===== config.mk =====
export PLATFORM = sky130hd
export DESIGN_NAME = u_denorm_pipe
export DESIGN_NICKNAME = d
export VERILOG_FILES = /design/src/rtl/u_denorm_pkg.sv /design/src/rtl/u_denorm_shift.sv /design/src/rtl/u_denorm_pipe.sv
export SDC_FILE = /design/constraint.sdc
export NUM_CORES = 1
export LEC_CHECK = 0
export BUFFER_PORTS_ARGS = -buffer_cell sky130_fd_sc_hd__buf_2
export CORE_MARGIN = 2
export CORE_UTILIZATION = 38
export CTS_CLUSTER_SIZE = 16
export DETAILED_ROUTE_END_ITERATION = 8
export PLACE_DENSITY = 0.66
export SYNTH_ARGS = -nofsm -noshare
export SYNTH_HDL_FRONTEND = slang
export SYNTH_SLANG_ARGS = --single-unit

===== constraint.sdc =====
create_clock -name clk -period 6.8 [get_ports clk]
set_input_delay 1.36 -clock clk [delete_from_list [all_inputs] [get_ports clk]]
set_output_delay 1.36 -clock clk [all_outputs]
set_load 0.01 [all_outputs]

===== src/rtl/u_denorm_pkg.sv =====
// Shared constants and types for the double-to-fixed-point denormaliser.
package u_denorm_pkg;

    localparam int BIAS  = 1023;
    localparam int EXP_W = 11;
    localparam int MAN_W = 52;

    localparam int FLAG_ZERO  = 0;
    localparam int FLAG_UNDER = 1;
    localparam int FLAG_RANGE = 2;

    // Field order matches FLAG_* indices: {range, underflow, zero}.
    typedef struct packed {
        logic range_f;
        logic under_f;
        logic zero_f;
    } flags_t;

    typedef struct packed {
        logic             valid;
        logic             sign;
        logic [EXP_W-1:0] exp;
        logic [MAN_W-1:0] man;
        logic             rnd;
    } s1_t;

endpackage


===== src/rtl/u_denorm_shift.sv =====
// Combinational shift/round/saturate: turns a decoded double into F = x*2^W
// (truncated or rounded half-up) plus exactly one or no flag.
module u_denorm_shift
    import u_denorm_pkg::*;
#(
    parameter int W = 105
) (
    input  logic             sign_i,
    input  logic [EXP_W-1:0] exp_i,
    input  logic [MAN_W-1:0] man_i,
    input  logic             rnd_i,
    output logic [W-1:0]     f_o,
    output flags_t           flags_o
);

    localparam int               EXT_W  = W + MAN_W + 1;
    localparam logic [EXP_W-1:0] W_E    = EXP_W'(W);
    localparam logic [EXP_W-1:0] BIAS_E = EXP_W'(BIAS);

    logic [EXP_W-1:0] shift;
    logic [EXT_W-1:0] sig_ext;
    logic [W:0]       win;
    logic [W:0]       sum;

    always_comb begin
        // NOTE: every variable gets a default before any branch, so no path infers a latch.
        shift   = BIAS_E - exp_i;
        sig_ext = {1'b1, man_i, {W{1'b0}}};
        // win = floor(x*2^(W+1)): F in win[W:1], most significant dropped bit in win[0].
        win     = (W+1)'(sig_ext >> (shift + EXP_W'(MAN_W - 1)));
        sum     = {1'b0, win[W:1]} + {{W{1'b0}}, rnd_i & win[0]};
        f_o     = sum[W] ? {W{1'b1}} : sum[W-1:0];
        flags_o = '0;

        if (sign_i || exp_i >= BIAS_E) begin
            f_o             = {W{1'b1}};
            flags_o.range_f = 1'b1;
        end else if (exp_i == '0) begin
            f_o            = '0;
            flags_o.zero_f = 1'b1;
        end else if (shift > W_E) begin
            f_o             = '0;
            flags_o.under_f = 1'b1;
        end
    end

endmodule


===== src/rtl/u_denorm_pipe.sv =====
// Two-stage pipeline converting an IEEE-754 double in [0,1) into a table
// index (v_out) and fractional delta, with a downstream hold (stopin).
module u_denorm_pipe
    import u_denorm_pkg::*;
#(
    parameter int IDX_W   = 9,
    parameter int DELTA_W = 96
) (
    input  logic               clk,
    input  logic               rst_n,
    input  logic               pushin,
    input  logic [63:0]        u_in,
    input  logic               rnd,
    input  logic               stopin,
    output logic               stopout,
    output logic               pushout,
    output logic [IDX_W-1:0]   v_out,
    output logic [DELTA_W-1:0] delta,
    output logic [2:0]         flags
);

    localparam int W = IDX_W + DELTA_W;

    s1_t          s1_q, s1_d;
    logic         s2_valid_q, s2_valid_d;
    logic [W-1:0] f_q, f_d, f_calc;
    flags_t       flags_q, flags_d, flags_calc;

    u_denorm_shift #(.W(W)) u_shift (
        .sign_i  (s1_q.sign),
        .exp_i   (s1_q.exp),
        .man_i   (s1_q.man),
        .rnd_i   (s1_q.rnd),
        .f_o     (f_calc),
        .flags_o (flags_calc)
    );

    always_comb begin
        s1_d       = s1_q;
        s2_valid_d = s2_valid_q;
        f_d        = f_q;
        flags_d    = flags_q;

        // A hold freezes both stages; a pushin during a hold is dropped.
        if (!stopin) begin
            s1_d.valid = pushin;
            if (pushin) begin
                s1_d.sign = u_in[63];
                s1_d.exp  = u_in[62 -: EXP_W];
                s1_d.man  = u_in[MAN_W-1:0];
                s1_d.rnd  = rnd;
            end
            s2_valid_d = s1_q.valid;
            if (s1_q.valid) begin
                f_d     = f_calc;
                flags_d = flags_calc;
            end
        end
    end

    always_ff @(posedge clk) begin
        // NOTE: non-blocking assignments so every register samples pre-edge values.
        if (!rst_n) begin
            s1_q       <= '0;
            s2_valid_q <= 1'b0;
            f_q        <= '0;
            flags_q    <= '0;
        end else begin
            s1_q       <= s1_d;
            s2_valid_q <= s2_valid_d;
            f_q        <= f_d;
            flags_q    <= flags_d;
        end
    end

    assign stopout = stopin;
    assign pushout = s2_valid_q;
    assign v_out   = f_q[W-1:DELTA_W];
    assign delta   = f_q[DELTA_W-1:0];
    assign flags   = flags_q;

endmodule

After elaboration in Yosys (flattened, before gate mapping):

Cells that the tools add are included.

* equal/unequal tests: 0
* reduce and logical (&&, ||, !) cells: 4
* shifts and indexed selects: 1
* muxes and demuxes: 9
* add/subtract/negate cells: 3
* bitwise operators: 2
* divide/modulo/power cells: 0
* multipliers: 0
* $lt $le $gt $ge: 2

Operators with widths (count)
* 105-bit 2-to-1 mux: 4
* 158-bit by 11-bit >> shifter with 106-bit output: 1
* 105-bit by 1-bit adder with 106-bit output: 1
* 11-bit by 6-bit adder with 11-bit output (second input constant): 1
* 11-bit by 10-bit >= comparator with 1-bit output (second input constant): 1
* 11-bit by 7-bit > comparator with 1-bit output (second input constant): 1
* 11-bit logical NOT: 1
* 10-bit by 11-bit subtractor with 11-bit output (first input constant): 1
* 1-bit 2-to-1 mux: 4
* 2-bit AND reduction: 2
* 2-bit 2-to-1 mux: 1
* 1-bit bitwise AND: 1
* 1-bit logical OR: 1
* 1-bit inverter: 1

* ROM bits: 0
* bits of input ports: 69
* memories kept: 0
* output and inout port bits: 110
* bits in registers: 175
* latch bits: 0
* memory bits (writable): 0

Depth between registers and ports, before layout:

* depth after elaboration: 9
* gate-level depth with buffers: 25

Hierarchy:

From an unflattened synthesis, not the netlist that was laid out.

* cell total of the unflattened synthesis: 2241
* area total of the unflattened synthesis: 17713.2 um^2

By module, submodules not included
* u_denorm_shift: area each 10767.8 um^2, instances 1, cells each 1481
* u_denorm_pipe: area each 6945.4 um^2, instances 1, cells each 760

Worst setup path after synthesis:

OpenSTA, ideal clock, no wires.

* path kind: register to register
* start: register s1_q[53] in the netlist's numbering
* end: register f_q[30]
* cell stages (with the launch flop): 25
* setup slack: 1276 ps
* path buffers: 7
* required time: 6674 ps
* setup time: 126 ps
* arrival: 5398 ps
* path through: dfxtp_1 buf_4 inv_1 clkbuf_1 clkbuf_1 ha_1 buf_2 inv_2 buf_2 clkbuf_1 nand3_1 o221a_1 a221oi_1 nand4_1 a21oi_1 ha_1 ha_1 nand3_1 nor4b_2 nand3_2 or2_1 buf_6 nor4_2 xor2_1 o21ai_1

* word-level cells in the longest chain between the ends: 9

RTL lines
* start: declaration: line u_denorm_pipe.sv:24 `s1_t s1_q, s1_d;`
* start signal: assignment: line u_denorm_pipe.sv:64 `s1_q <= '0;`
* start signal: assignment: line u_denorm_pipe.sv:69 `s1_q <= s1_d;`
* 10-bit by 11-bit subtractor with 11-bit output: line u_denorm_shift.sv:27 `shift = BIAS_E - exp_i;`
* 11-bit by 6-bit adder with 11-bit output: line u_denorm_shift.sv:30 `win = (W+1)'(sig_ext >> (shift + EXP_W'(MAN_W - 1)));`
* 158-bit by 11-bit >> shifter with 106-bit output: line u_denorm_shift.sv:30
* 1-bit bitwise AND: line u_denorm_shift.sv:31 `sum = {1'b0, win[W:1]} + {{W{1'b0}}, rnd_i & win[0]};`
* 105-bit by 1-bit adder with 106-bit output: line u_denorm_shift.sv:31
* 105-bit 2-to-1 mux: line u_denorm_shift.sv:32 `f_o = sum[W] ? {W{1'b1}} : sum[W-1:0];`
* 105-bit 2-to-1 mux: line u_denorm_shift.sv:41 `end else if (shift > W_E) begin`
* 105-bit 2-to-1 mux: line u_denorm_shift.sv:38 `end else if (exp_i == '0) begin`
* 105-bit 2-to-1 mux (*): line u_denorm_shift.sv:35 `if (sign_i || exp_i >= BIAS_E) begin`
* end signal: assignment: line u_denorm_pipe.sv:66 `f_q <= '0;`
* end signal: assignment: line u_denorm_pipe.sv:71 `f_q <= f_d;`
* end: declaration: line u_denorm_pipe.sv:26 `logic [W-1:0] f_q, f_d, f_calc;`

Every way passes the cells marked *; elsewhere a longest branch is shown, timed or not.
A chain may end at the register's enable or synchronous reset.

Worst setup path in the final report:

* start: register s1_q[53] in the netlist's numbering
* end: register f_q[32]

Same word-level chain as after synthesis.

==> metrics.cfg <==
[status]
status=complete, no violations

[yosys]
synth_top_area_share_pct=22.4
yosys_warnings=0
syn_area_per_cell_um2=7.74
syn-cell-area_mm2=0.0157
yosys-top-cells-count=nand2_1 (272), o21ai_0 (250), dfxtp_1 (175)
yosysMostFrequentCell=nand2_1
synth_top_flop_cell=dfxtp_1
synthArstFlopShare_pct=0
ys_ff_latch=175
synth_top_area_cell=dfxtp_1
syn_nets=2097
synth-edff-count=0
yosysUniqueCellTypes=108
seq_area_frac_synth_pct=22.4
ys_top_cells_by_area=dfxtp_1 (22%), o21ai_0 (8.0%), nand2_1 (6.5%)
synthCells=2023

[placement]
pre_cts_ws_ns=1.10
dpl.hpwl_um=60900
portBuffers=178
gp_congestion=1.06

[sta]
rsz0062_at_grt=no
fmax_ghz=0.172
fin_ws_ns=0.995
layout_min_cycle_time_ns=5.80
hold_viol_final=0
tns_ns=0
timing.hold.ws_ns=0.461
fin_skew_ns=0.0136
tightest_slew_ns=1.20
timing.final.crit_share_pct=85.4
relSlewSlack_pct=20.1
finalSetupViolCount=0
drv_slew=0

[clock_network]
cts_buffers=17
cts.reportedPaths.clkPinSlew_ns=0.07
holdBufCountCts=0
cts_tree=yes
clock-root-buffer=clkbuf_16
post_cts_resize_count=0
htreeDepth=4
clk_latency_ns=0.50
clk_path_buf_depth=2
cts_setup_buffers=0
clock-sinks=175

[grt]
grt_pass1_wl_um=112000
grt_max_degree=109
first_global_vias=16000
grt_util_all_layers_pct=36.3
overflow=0
antenna_found_initial=3

[cells_and_area]
final_nets=2229
final_util_pct=44.0
area_delta_synth_final_pct=14.5
layout-drive-gt1-share_pct=22.4

[detailed_routing]
drc_errors=0
drt_iter0_drc=2407
firstDrtPassIters=8
vias_per_cell=6.55
wl_per_cell_um=28.9
drtAntennaViolNets=0
finalWirelength_um=78100
via_count=17700

[critical_path]
reg2reg_slack_ns=1.0
arrival_ns=6.22
cp.buffers_inverters=3
r2r-start=s1_q[53]$_SDFFE_PN0P_
reg2regPathDepth=19
critPathKind=register to register
crit_path_start_kind=register
max_stage_delay_ns=0.83
reg2reg_to=f_q[32]$_SDFFE_PN0P_
end_kind=register
cp.depth=19
crit_family=simple AND/OR/NAND/NOR gates
crit_fanout=21
cp.required_ns=7.22
crit_slowest_cell=nor2_1
path_cells=ha_1, nor4_4, nor2_4, nor2_1, a22oi_1, a21oi_1, nor2_1, nor2_1, ha_1, nand3_1, nor4b_2, buf_4, nand3_2, buf_4, or2_1, buf_4, nor3_1, nand2_1, o211ai_1

[floorplanning]
rows=74
die_width_um=207
core_area_mm2=0.0407
initial_utilization_pct=38.4
pin_count=179
dieArea_mm2=0.0428
die_h_um=207

[hold_path]
min_to=flags[0]$_SDFFE_PN0P_
holdPathStages=2
worstHoldStart=flags[0]$_SDFFE_PN0P_
hold_path_class=register to register

[pwr]
p_total_mw=3.15
max-vdd-ir-drop_mv=0.179
p_per_area_mw_per_mm2=176
p_leak_nw=6.33

[job]
maxCapViolations=0

[routing by layer]
layer | up-vias | GRT usage [%] | wire, um
met5 | - | 0 | 0
met4 | 0 | 23.2 | 5380
met3 | 242 | 6.94 | 6050
met2 | 983 | 54.7 | 33900
met1 | 8620 | 47.6 | 32700
li1 | 7843 | - | -
[how the worst max path moves through the flow]
stage	startpoint	end	slack, ns
after floorplan	s1_q[53]$_SDFFE_PN0P_	f_q[30]$_SDFFE_PN0P_	1.28
after global placement	s1_q[53]$_SDFFE_PN0P_	f_q[52]$_SDFFE_PN0P_	1.19
after detailed placement	s1_q[53]$_SDFFE_PN0P_	f_q[52]$_SDFFE_PN0P_	1.10
after CTS	s1_q[53]$_SDFFE_PN0P_	f_q[52]$_SDFFE_PN0P_	1.08
after global routing	s1_q[53]$_SDFFE_PN0P_	f_q[52]$_SDFFE_PN0P_	0.64
final	s1_q[53]$_SDFFE_PN0P_	f_q[32]$_SDFFE_PN0P_	1.0
[registers in the layout (all words and copies together) (netlist names)]
signal,cells
f_q,105
flags,3
pushout,1
s1_q,66
[worst reg2reg max path, stage by stage, from the launching register on]
cell and delay [ns]:
dfxtp_4 0.36, ha_1 0.47, nor4_4 0.82, nor2_4 0.28, nor2_1 0.83, a22oi_1 0.38
a21oi_1 0.46, nor2_1 0.08, nor2_1 0.12, ha_1 0.23, nand3_1 0.11, nor4b_2 0.26
buf_4 0.19, nand3_2 0.07, buf_4 0.18, or2_1 0.31, buf_4 0.17, nor3_1 0.24
nand2_1 0.08, o211ai_1 0.09
[per-stage QoR]
step / area [um2] / std cells
floorplan: 15700 / 2023
global placement: 17300 / 2667
detailed placement: 17300 / 2667
CTS: 17900 / 2699
global route: 17900 / 2700
finish: 17900 / 2701
[cell usage in the layout, fill, tap and decap left out, types with 11 or more instances in the layout]
master	instances
mux2i_1	87
inv_1	11
buf_2	178
o211ai_1	19
clkbuf_16	17
a22oi_1	19
nand4_1	14
a211oi_1	17
o221ai_1	16
o21ai_0	250
buf_4	111
nor2_1	113
nand3_1	67
and2_1	57
a31oi_1	16
nor4_1	15
xnor2_1	39
a21o_1	11
nor3_1	58
a221oi_1	13
nand2b_1	12
o21ai_1	18
mux4_2	45
xor2_1	19
dfxtp_1	174
a21boi_0	91
or3_1	13
a21oi_1	82
nand2_1	272
mux2_2	48
o22ai_1	27
and3_1	22
[cells by family after synthesis]
logic type | count (synthesis) | synth area share [%]
simple gates | 712 | 22.8
compound gates | 695 | 29.3
buf+inv | 193 | 5.92
mux | 181 | 15.6
flops | 175 | 22.4
xor+xnor | 62 | 3.64
fa+ha+maj | 5 | 0.400
[layout make-up]
cell class	count	area [um2]
inverter	12	45.0
clock inverter	13	120
sequential	175	3510
clock buffer	19	433
antenna	1	2.50
tap	532	666
fill	4231	22800
multi-input combinational	1655	11300
timing repair buffer	294	1830
[report_power, final]
part	switching [mW]	internal [mW]
Sequential	0.0437	1.07
Clock	0.475	0.481
Combinational	0.728	0.348
Total	1.25	1.90
(Power assumes the default switching activity.)
